--- config.mk ---
export PLATFORM = sky130hd
export DESIGN_NAME = mem_port_arbiter
export DESIGN_NICKNAME = d
export VERILOG_FILES = /design/src/rtl/mem_port_arbiter.sv
export SDC_FILE = /design/constraint.sdc
export NUM_CORES = 1
export LEC_CHECK = 0
export BUFFER_PORTS_ARGS = -buffer_cell sky130_fd_sc_hd__buf_2
export CORE_MARGIN = 1.5
export CORE_UTILIZATION = 46
export CTS_CLUSTER_DIAMETER = 150
export DETAILED_ROUTE_END_ITERATION = 8
export HOLD_SLACK_MARGIN = 0.1
export MAX_ROUTING_LAYER = met4
export PLACE_DENSITY_LB_ADDON = 0.25
export SETUP_SLACK_MARGIN = 0.1
export SLEW_MARGIN = 20
export SYNTH_ARGS = -nofsm -noshare
export SYNTH_HDL_FRONTEND = slang
export SYNTH_SLANG_ARGS = --single-unit
--- constraint.sdc ---
create_clock -name clk -period 1.7 [get_ports clk]
set_input_delay 0.51 -clock clk [delete_from_list [all_inputs] [get_ports clk]]
set_output_delay 0.51 -clock clk [all_outputs]
set_load 0.05 [all_outputs]
--- src/rtl/mem_port_arbiter.sv ---
`default_nettype none
// +---------------------------------------------------------------------------+
// | mem_port_arbiter: two-port (CPU / UART loader) arbiter for one sync RAM.   |
// | Optional macro MEM_ARB_RR_EN selects round-robin; default is port-0 prio.  |
// | Revision: 1.0                                                              |
// +---------------------------------------------------------------------------+
module mem_port_arbiter #(
  parameter int ADDR_W = 14,
  parameter int DATA_W = 32
) (
  input  logic                clk,
  input  logic                rst,
  input  logic                m0_req,
  input  logic [DATA_W/8-1:0] m0_we,
  input  logic [ADDR_W-1:0]   m0_addr,
  input  logic [DATA_W-1:0]   m0_wdata,
  output logic                m0_gnt,
  output logic                m0_rvalid,
  output logic [DATA_W-1:0]   m0_rdata,
  input  logic                m1_req,
  input  logic [DATA_W/8-1:0] m1_we,
  input  logic [ADDR_W-1:0]   m1_addr,
  input  logic [DATA_W-1:0]   m1_wdata,
  output logic                m1_gnt,
  output logic                m1_rvalid,
  output logic [DATA_W-1:0]   m1_rdata,
  output logic                mem_en,
  output logic [DATA_W/8-1:0] mem_we,
  output logic [ADDR_W-1:0]   mem_addr,
  output logic [DATA_W-1:0]   mem_din,
  input  logic [DATA_W-1:0]   mem_dout,
  output logic                busy
);

  localparam int BE_W = DATA_W / 8;

  typedef enum logic [1:0] {
    IDLE  = 2'd0,
    ISSUE = 2'd1,
    RESP  = 2'd2
  } state_t;

  state_t              state_q, state_d;
  logic                last_gnt_q, last_gnt_d;
  logic                pick;
  logic                mem_en_q, mem_en_d;
  logic [BE_W-1:0]     mem_we_q, mem_we_d;
  logic [ADDR_W-1:0]   mem_addr_q, mem_addr_d;
  logic [DATA_W-1:0]   mem_din_q, mem_din_d;
  logic                m0_gnt_q, m0_gnt_d, m1_gnt_q, m1_gnt_d;
  logic                m0_rvalid_q, m0_rvalid_d, m1_rvalid_q, m1_rvalid_d;
  logic [DATA_W-1:0]   m0_rdata_q, m0_rdata_d, m1_rdata_q, m1_rdata_d;
  logic                busy_q, busy_d;

  // RAM data arrives during RESP, so rdata passes it straight through then
  // and otherwise replays the value captured when RESP ended.
  assign m0_rdata  = m0_rvalid_q ? mem_dout : m0_rdata_q;
  assign m1_rdata  = m1_rvalid_q ? mem_dout : m1_rdata_q;
  assign m0_gnt    = m0_gnt_q;
  assign m1_gnt    = m1_gnt_q;
  assign m0_rvalid = m0_rvalid_q;
  assign m1_rvalid = m1_rvalid_q;
  assign mem_en    = mem_en_q;
  assign mem_we    = mem_we_q;
  assign mem_addr  = mem_addr_q;
  assign mem_din   = mem_din_q;
  assign busy      = busy_q;

  always_comb begin
`ifdef MEM_ARB_RR_EN
    pick = (m0_req && m1_req) ? ~last_gnt_q : m1_req;
`else
    pick = ~m0_req;
`endif
  end

  always_comb begin
    state_d     = state_q;
    last_gnt_d  = last_gnt_q;
    mem_en_d    = 1'b0;
    mem_we_d    = '0;
    mem_addr_d  = mem_addr_q;
    mem_din_d   = mem_din_q;
    m0_gnt_d    = 1'b0;
    m1_gnt_d    = 1'b0;
    m0_rvalid_d = 1'b0;
    m1_rvalid_d = 1'b0;
    m0_rdata_d  = m0_rdata;
    m1_rdata_d  = m1_rdata;
    case (state_q)
      IDLE: begin
        if (m0_req || m1_req) begin
          state_d    = ISSUE;
          last_gnt_d = pick;
          mem_en_d   = 1'b1;
          mem_we_d   = pick ? m1_we    : m0_we;
          mem_addr_d = pick ? m1_addr  : m0_addr;
          mem_din_d  = pick ? m1_wdata : m0_wdata;
          m0_gnt_d   = ~pick;
          m1_gnt_d   = pick;
        end
      end
      ISSUE: begin
        // mem_we_q still holds the latched enables of the access in flight
        if (mem_we_q == '0) begin
          state_d     = RESP;
          m0_rvalid_d = ~last_gnt_q;
          m1_rvalid_d = last_gnt_q;
        end else begin
          state_d = IDLE;
        end
      end
      RESP:    state_d = IDLE;
      default: state_d = IDLE;
    endcase
    busy_d = (state_d != IDLE);
  end

  always_ff @(posedge clk or negedge rst) begin
    if (!rst) begin
      state_q     <= IDLE;
      last_gnt_q  <= 1'b1;
      mem_en_q    <= 1'b0;
      mem_we_q    <= '0;
      mem_addr_q  <= '0;
      mem_din_q   <= '0;
      m0_gnt_q    <= 1'b0;
      m1_gnt_q    <= 1'b0;
      m0_rvalid_q <= 1'b0;
      m1_rvalid_q <= 1'b0;
      m0_rdata_q  <= '0;
      m1_rdata_q  <= '0;
      busy_q      <= 1'b0;
    end else begin
      state_q     <= state_d;
      last_gnt_q  <= last_gnt_d;
      mem_en_q    <= mem_en_d;
      mem_we_q    <= mem_we_d;
      mem_addr_q  <= mem_addr_d;
      mem_din_q   <= mem_din_d;
      m0_gnt_q    <= m0_gnt_d;
      m1_gnt_q    <= m1_gnt_d;
      m0_rvalid_q <= m0_rvalid_d;
      m1_rvalid_q <= m1_rvalid_d;
      m0_rdata_q  <= m0_rdata_d;
      m1_rdata_q  <= m1_rdata_d;
      busy_q      <= busy_d;
    end
  end

endmodule
`default_nettype wire

==> out/results.tsv, run 1 <==
stage	metric	value	unit
clock_tree	clock_path_buffers	2	
die	die_y	110	µm
worst_setup_path	cp.arrival	1550	ps
sta	maxSlewViolCount	0	
logic_synthesis	synth_edf_count	0	
route	drt_iter0_drc	153	
clock_tree	cts_buffers	17	
clock_tree	cts_sinks	123	
worst_setup_path	rrSetupSlack	190	ps
layout	diodes	0	
layout	fillers	724	
placement	port_buffers	255	
sta	tightestPinTransition	424	ps
layout	stdcell_count	739	
clock_tree	postCtsSetupBuffers	0	
logic_synthesis	ys_seq_area_share	58.8	%
die	die_w	110	µm
logic_synthesis	netlist_area	0.00524	mm²
layout	drive_above_1_share	77.5	%
logic_synthesis	synth_area_per_cell	16.6	µm²
layout	num-nets-final	722	
sta	slew_headroom	71.7	%
worst_setup_path	crit_start	m1_rvalid	
logic_synthesis	syn_nets	451	
worst_setup_path	critPathKind	reg -> out	
worst_setup_path	reg2regPathDepth	4	
global_route	antenna_found_initial	0	
logic_synthesis	yosys_register_bits	123	
hold_path	hp-class	in -> reg	
sta	rsz0062_at_grt	yes	
clock_tree	htreeDepth	4	
layout	seq_area	0.00308	mm²
die	rows	38	
die	die-area	0.0120	mm²
logic_synthesis	synth_top_area_cell	dfrtp_1	
sta	period_share	121	%
clock_tree	root_buffer	clkbuf_16	
sta	setup_slack	-360	ps
route	dr.pass1.iters	4	
run	maxCapViolCount	0	
logic_synthesis	synth_cell_types	22	
global_route	grtUsageTotal	22.8	%
placement	place_ws	-4.81	ps
clock_tree	clk_latency	400	ps
placement	place_hpwl	9410	µm
worst_setup_path	r2r_end	mem_din[27]	
logic_synthesis	async_flop_share	100	%
die	core_region_area	0.0110	mm²
global_route	overflow	0	
placement	place_congestion	0.849	
route	vias_per_cell	4.90	
sta	fmax	486	MHz
logic_synthesis	synth_top_area_share	58.3	%
route	drc	0	
sta	min_period	2060	ps
worst_setup_path	cp.required	1190	ps
logic_synthesis	synthTopCellsByCount	dfrtp_1 (122), mux2_2 (115), mux2_4 (36)	
logic_synthesis	ys_warn_count	0	
die	start_util	47.7	%
die	ios	256	
logic_synthesis	synth_cells	315	
logic_synthesis	synth_ff_type	dfrtp_1	
worst_setup_path	r2r_start	state_q[0]	
worst_setup_path	worst_setup_path_end_kind	output port	
global_route	grt_max_degree	31	
layout	syn2layout_area_growth	52.7	%
logic_synthesis	synth.area.top_cells	dfrtp_1 (58%), mux2_2 (25%), mux2_4 (10%)	
global_route	grt_pass1_vias	3803	
worst_setup_path	startpoint_type	register	
clock_tree	cts.reportedPaths.clkPinSlew	60	ps
worst_setup_path	cp_max_fo	12	
route	vias	3619	
logic_synthesis	yosysMostFrequentCell	dfrtp_1	
route	ant_nets	0	
layout	multiInputGateArea	0.00225	mm²
placement	dpl.cell_count	706	
clock_tree	cts_tree	yes	
global_route	grt_pass1_wl	19800	µm
sta	final_hold_viol_count	0	
run_status	outcome	finished, violations left	
route	routed_wl	13300	µm
sta	finalClockSkew	6.87	ps
route	wl_per_cell	18.0	µm
worst_setup_path	crit_path_end	m1_rdata[15]	
sta	setup_viol	66	
run_status	violations	negative setup slack	
stage by stage:
stage	utilization [%]	cell area (µm²)	hold WS, ps	setup TNS [ps]
after floorplan	-	5540	214	-3890
after global placement	63.6	6980	471	0
after detailed placement	63.6	6980	471	-11.9
after CTS	72.6	7970	324	-22490
after global routing	72.8	8000	337	-24250
final	72.8	8000	342	-21330
cells by family after synthesis:
logic type / Yosys count / synth area share, %
AO/OA/AOI/OAI: 7 / 1.10
multiplexers: 156 / 36.1
flip-flops: 123 / 58.8
AND/OR/NAND/NOR: 8 / 1.22
buffers and inverters: 21 / 2.75
layout by cell type, fill, tap and decap left out, types with 2 or more instances in the layout:
master     count
clkinv_4       6
bufinv_16      7
dfrtp_2        2
a22o_1         4
clkbuf_16     17
buf_6         42
buf_8          2
inv_1          2
buf_12         7
dfrtp_1      120
mux2_4       100
clkbuf_4       2
buf_4          7
buf_2        210
mux2_2        56
critical path, stage by stage (launching register included):
cell and delay (ps):
dfrtp_2 430, buf_8 170, mux2_4 320, buf_2 210
registers in the layout, indices dropped and copies added, names as in the netlist:
register / count
busy: 1
last_gnt_q: 1
m0_gnt: 1
m0_rdata_q: 32
m0_rvalid: 1
m1_gnt: 1
m1_rdata_q: 32
m1_rvalid: 1
mem_addr: 14
mem_din: 32
mem_en: 1
mem_we: 4
state_q: 2
layer usage:
| metal | vias to the layer above | wire length (µm) | global-route usage, % |
|---|---|---|---|
| met3 | 23 | 811 | 6.64 |
| met1 | 1784 | 5200 | 25.9 |
| li1 | 1656 | - | - |
| met2 | 156 | 7050 | 38.6 |
| met4 | 0 | 250 | 7.88 |
| met5 | - | 0 | - |
timing repair:
item,CTS,global route
gates resized for setup,86,8
setup endpoints to repair,66,68
hold buffers,1,0
pin swaps,0,0
endpoints found under the hold margin,25,0
worst min path at each step:
stage	start	end	slack, ps	cells past startpoint
2_1_floorplan	rst	busy	210	0
3_3_place_gp	rst	m1_rdata_q[11]	470	1
3_5_place_dp	rst	m0_rdata_q[11]	470	1
4_1_cts	m1_we[3]	mem_we[3]	320	2
5_1_grt	m1_we[2]	mem_we[2]	340	2
6_report	m1_we[3]	mem_we[3]	340	2
area by class of cell:
cell class / instances / share of cell area (%)
Sequential cell: 123 / 38.5
Multi-Input combinational cell: 171 / 28.2
Timing Repair Buffer: 271 / 22.2
Clock buffer: 18 / 5.49
Inverter: 2 / 0.0939
Tap cell: 140 / 2.19
Clock inverter: 14 / 3.35
Power of run 1 is not shown: default switching activity piles up to over one toggle a cycle in this logic, so the estimate is an artifact.
==> run 2: changes to the inputs <==
- SKIP_CTS_REPAIR_TIMING: unset -> 1
==> out/results.tsv, run 2 (synthesized netlist as in run 1, its figures left out) <==
stage	metric	value	unit
run_status	outcome	finished, violations left	
run_status	violations	negative setup slack	
die	die_y	110	µm
worst_setup_path	critPathKind	reg -> out	
sta	slew_headroom	71.8	%
sta	finalClockSkew	7.08	ps
die	die_w	110	µm
route	routed_wl	12700	µm
route	drt_iter0_drc	182	
sta	tightestPinTransition	423	ps
sta	setup_slack	-407	ps
global_route	grt_max_degree	31	
worst_setup_path	crit_start	m1_rvalid	
layout	final_common_cell	buf_2	
worst_setup_path	worst_setup_path_end_kind	output port	
run	maxCapViolCount	0	
die	die-area	0.0120	mm²
layout	drive_above_1_share	77.5	%
global_route	overflow	0	
worst_setup_path	cp_max_fo	21	
global_route	grtUsageTotal	22.3	%
clock_tree	cts_buffers	17	
hold_path	hp-class	in -> reg	
layout	most-common-layout-cells	buf_2 (249), dfrtp_1 (120), mux2_4 (96), mux2_2 (60), clkbuf_16 (17)	
route	ant_nets	0	
die	start_util	47.7	%
hold_path	min_from	m1_we[3]	
sta	fin_setup_tns	-23010	ps
clock_tree	cts.reportedPaths.clkPinSlew	60	ps
placement	place_ws	-4.81	ps
route	dr.pass1.iters	4	
sta	period_share	124	%
placement	port_buffers	255	
clock_tree	cts_sinks	123	
layout	num-nets-final	722	
global_route	grt_pass1_wl	19400	µm
die	core_region_area	0.0110	mm²
route	drc	0	
worst_setup_path	cp.required	1190	ps
sta	min_period	2110	ps
worst_setup_path	r2r_start	state_q[0]	
layout	syn2layout_area_growth	47.6	%
global_route	antenna_found_initial	0	
route	wl_per_cell	17.1	µm
global_route	grt_pass1_vias	3768	
route	vias	3607	
worst_setup_path	cp.arrival	1600	ps
sta	setup_viol	66	
sta	whs	342	ps
die	rows	38	
clock_tree	clock_path_buffers	2	
die	ios	256	
placement	place_hpwl	9410	µm
route	vias_per_cell	4.88	
clock_tree	clk_latency	400	ps
sta	rsz0062_at_grt	yes	
layout	utilization	70.4	%
sta	maxSlewViolCount	0	
clock_tree	cts_tree	yes	
sta	final_hold_viol_count	0	
sta	fmax	475	MHz
clock_tree	root_buffer	clkbuf_16	
worst_setup_path	startpoint_type	register	
layout	diodes	0	
placement	place_congestion	0.849	
clock_tree	htreeDepth	4	
==> run 2: critical path, stage by stage (launching register included) <==
cell     delay [ps]
dfrtp_2         390
buf_12          210
mux2_2          370
buf_2           210
==> run 2: through the flow <==
step / instance area, µm² / instances
after floorplan: 5540 / 315
after global placement: 6980 / 706
after detailed placement: 6980 / 706
after CTS: 7690 / 738
after global routing: 7730 / 739
final: 7730 / 739
==> run 2: cell type report <==
cell class / count / area, µm²
multi-input cells: 171 / 2240
inverters: 2 / 7.51
well taps: 140 / 175
clock inverters: 14 / 268
repair buffers: 271 / 1520
flip-flops and latches: 123 / 3080
fillers: 778 / 3250
clock buffers: 18 / 439
==> run 2: worst paths after layout <==
path	endpoint	slack (ps)	depth (start not counted)
setup / recovery	m1_rdata[31]	-410	3
hold / removal	mem_we[3]	340	2
setup reg to reg	mem_din[27]	190	4
hold reg to reg	m1_rdata_q[24]	490	1
max in group asynchronous	mem_din[2]	480	3
min in group asynchronous	m0_rdata_q[21]	590	2
==> run 2: per-layer routing <==
metal,wire [µm],track usage (%),up-vias
li1,-,-,1659
met1,4950,25.3,1763
met2,6570,37.1,160
met3,887,6.88,25
met4,243,8.07,0
met5,0,-,-
Power of run 2 is left out for the same reason.
==> run 3: changes to the inputs <==
- CORE_UTILIZATION: 46 -> 50
- clock period: 1.7 -> 2.64 ns (I/O delays scaled with it)
==> out/results.tsv, run 3 (synthesized netlist as in run 1, its figures left out) <==
stage	metric	value	unit
global_route	antenna_found_initial	0	
route	drt_iter0_drc	108	
worst_setup_path	cp_max_fo	16	
clock_tree	root_buffer	clkbuf_8	
clock_tree	clk_latency	510	ps
route	wl_per_cell	16.8	µm
layout	most-common-layout-cells	buf_2 (253), dfrtp_1 (120), mux2_2 (115), mux2_4 (36), clkbuf_16 (18)	
worst_setup_path	startpoint_type	register	
die	die_y	105	µm
layout	diodes	0	
worst_setup_path	cp.required	1850	ps
sta	setup_viol	0	
clock_tree	cts_tree	yes	
die	ios	256	
layout	stdcell_count	729	
route	drc	0	
run_status	outcome	finished clean	
hold_path	hp-class	in -> async	
sta	maxSlewViolCount	0	
clock_tree	cts.reportedPaths.clkPinSlew	60	ps
die	die_w	105	µm
worst_setup_path	critPathTopFamily	buffers and inverters	
sta	fin_setup_tns	0	ps
route	dr.pass1.iters	5	
global_route	grt_pass1_wl	19100	µm
global_route	grt_max_degree	52	
worst_setup_path	crit_path_cell_trace	clkbuf_16, mux2_2, buf_2	
sta	final_hold_viol_count	0	
sta	fmax	399	MHz
route	routed_wl	12300	µm
worst_setup_path	worst_setup_path_end_kind	output port	
placement	place_hpwl	9030	µm
layout	drive_above_1_share	76.4	%
layout	syn2layout_area_growth	38.5	%
route	vias	3618	
worst_setup_path	crit_buf_inv	2	
sta	period_share	94.9	%
placement	dpl.cell_count	696	
worst_setup_path	critical-path-slowest-cell	dfrtp_2	
sta	rsz0062_at_grt	yes	
global_route	grt_pass1_vias	3884	
run	maxCapViolCount	0	
worst_setup_path	slowest_delay	420	ps
clock_tree	cts_sinks	123	
die	die-area	0.0111	mm²
die	core_region_area	0.0102	mm²
route	ant_nets	0	
die	start_util	51.2	%
sta	min_period	2510	ps
sta	tightestPinTransition	535	ps
global_route	overflow	0	
route	vias_per_cell	4.96	
die	rows	37	
sta	finalClockSkew	8.68	ps
placement	place_congestion	0.819	
placement	port_buffers	255	
clock_tree	cts_buffers	17	
clock_tree	htreeDepth	4	
sta	slew_headroom	64.4	%
worst_setup_path	cp.arrival	1710	ps
global_route	grtUsageTotal	23.1	%
worst_setup_path	critPathKind	reg -> out	
layout	num-nets-final	717	
clock_tree	clock_path_buffers	2	
layout	final_common_cell	buf_2	
## run 3: path summary, 6_finish.rpt
kind | from | endpoint | slack (ps) | cells after the start
hold / removal | rst | m0_rdata_q[10] | 250 | 1
hold reg to reg | m0_rdata_q[26] | m0_rdata_q[26] | 480 | 1
max in group asynchronous | rst | m1_rdata_q[5] | 1670 | 2
setup reg to reg | state_q[0] | mem_din[10] | 950 | 4
setup / recovery | m1_rvalid | m1_rdata[30] | 130 | 3
min in group clk | m0_rdata_q[26] | m0_rdata_q[26] | 480 | 1
## run 3: per-layer routing
layer,part of all wire [%],global-route usage (%),wire [µm],vias up
li1,-,-,-,1663
met4,2.4,12.0,295,0
met3,6.1,5.01,744,24
met5,0,-,0,-
met2,51,37.9,6300,166
met1,40,26.8,4910,1765
## run 3: cell type report
| class | count | area [µm²] |
|---|---|---|
| Clock buffer | 20 | 445 |
| Clock inverter | 11 | 97.6 |
| Fill cell | 736 | 2980 |
| Inverter | 2 | 7.51 |
| Multi-Input combinational cell | 171 | 2010 |
| Sequential cell | 123 | 3080 |
| Tap cell | 136 | 170 |
| Timing Repair Buffer | 266 | 1440 |
## run 3: worst register-to-register path: cells and delay by family (launching register included)
kind,cells,cell delay (ps)
DFF,1,430
buffers and inverters,1,400
muxes,1,400
and+or+nand+nor,1,180
AOI/OAI and AO/OA,1,160
## run 3: stage by stage
stage | hold slack, ps | area [µm²] | setup WS [ps] | util [%]
2_1_floorplan | 471 | 5240 | 250 | -
3_5_place_dp | 468 | 6660 | 413 | 65.0
6_report | 246 | 7250 | 135 | 70.9
4_1_cts | 256 | 7200 | 109 | 70.4
3_3_place_gp | 463 | 6660 | 430 | 65.0
5_1_grt | 278 | 7250 | 89.2 | 70.9
Power of run 3 is left out for the same reason.
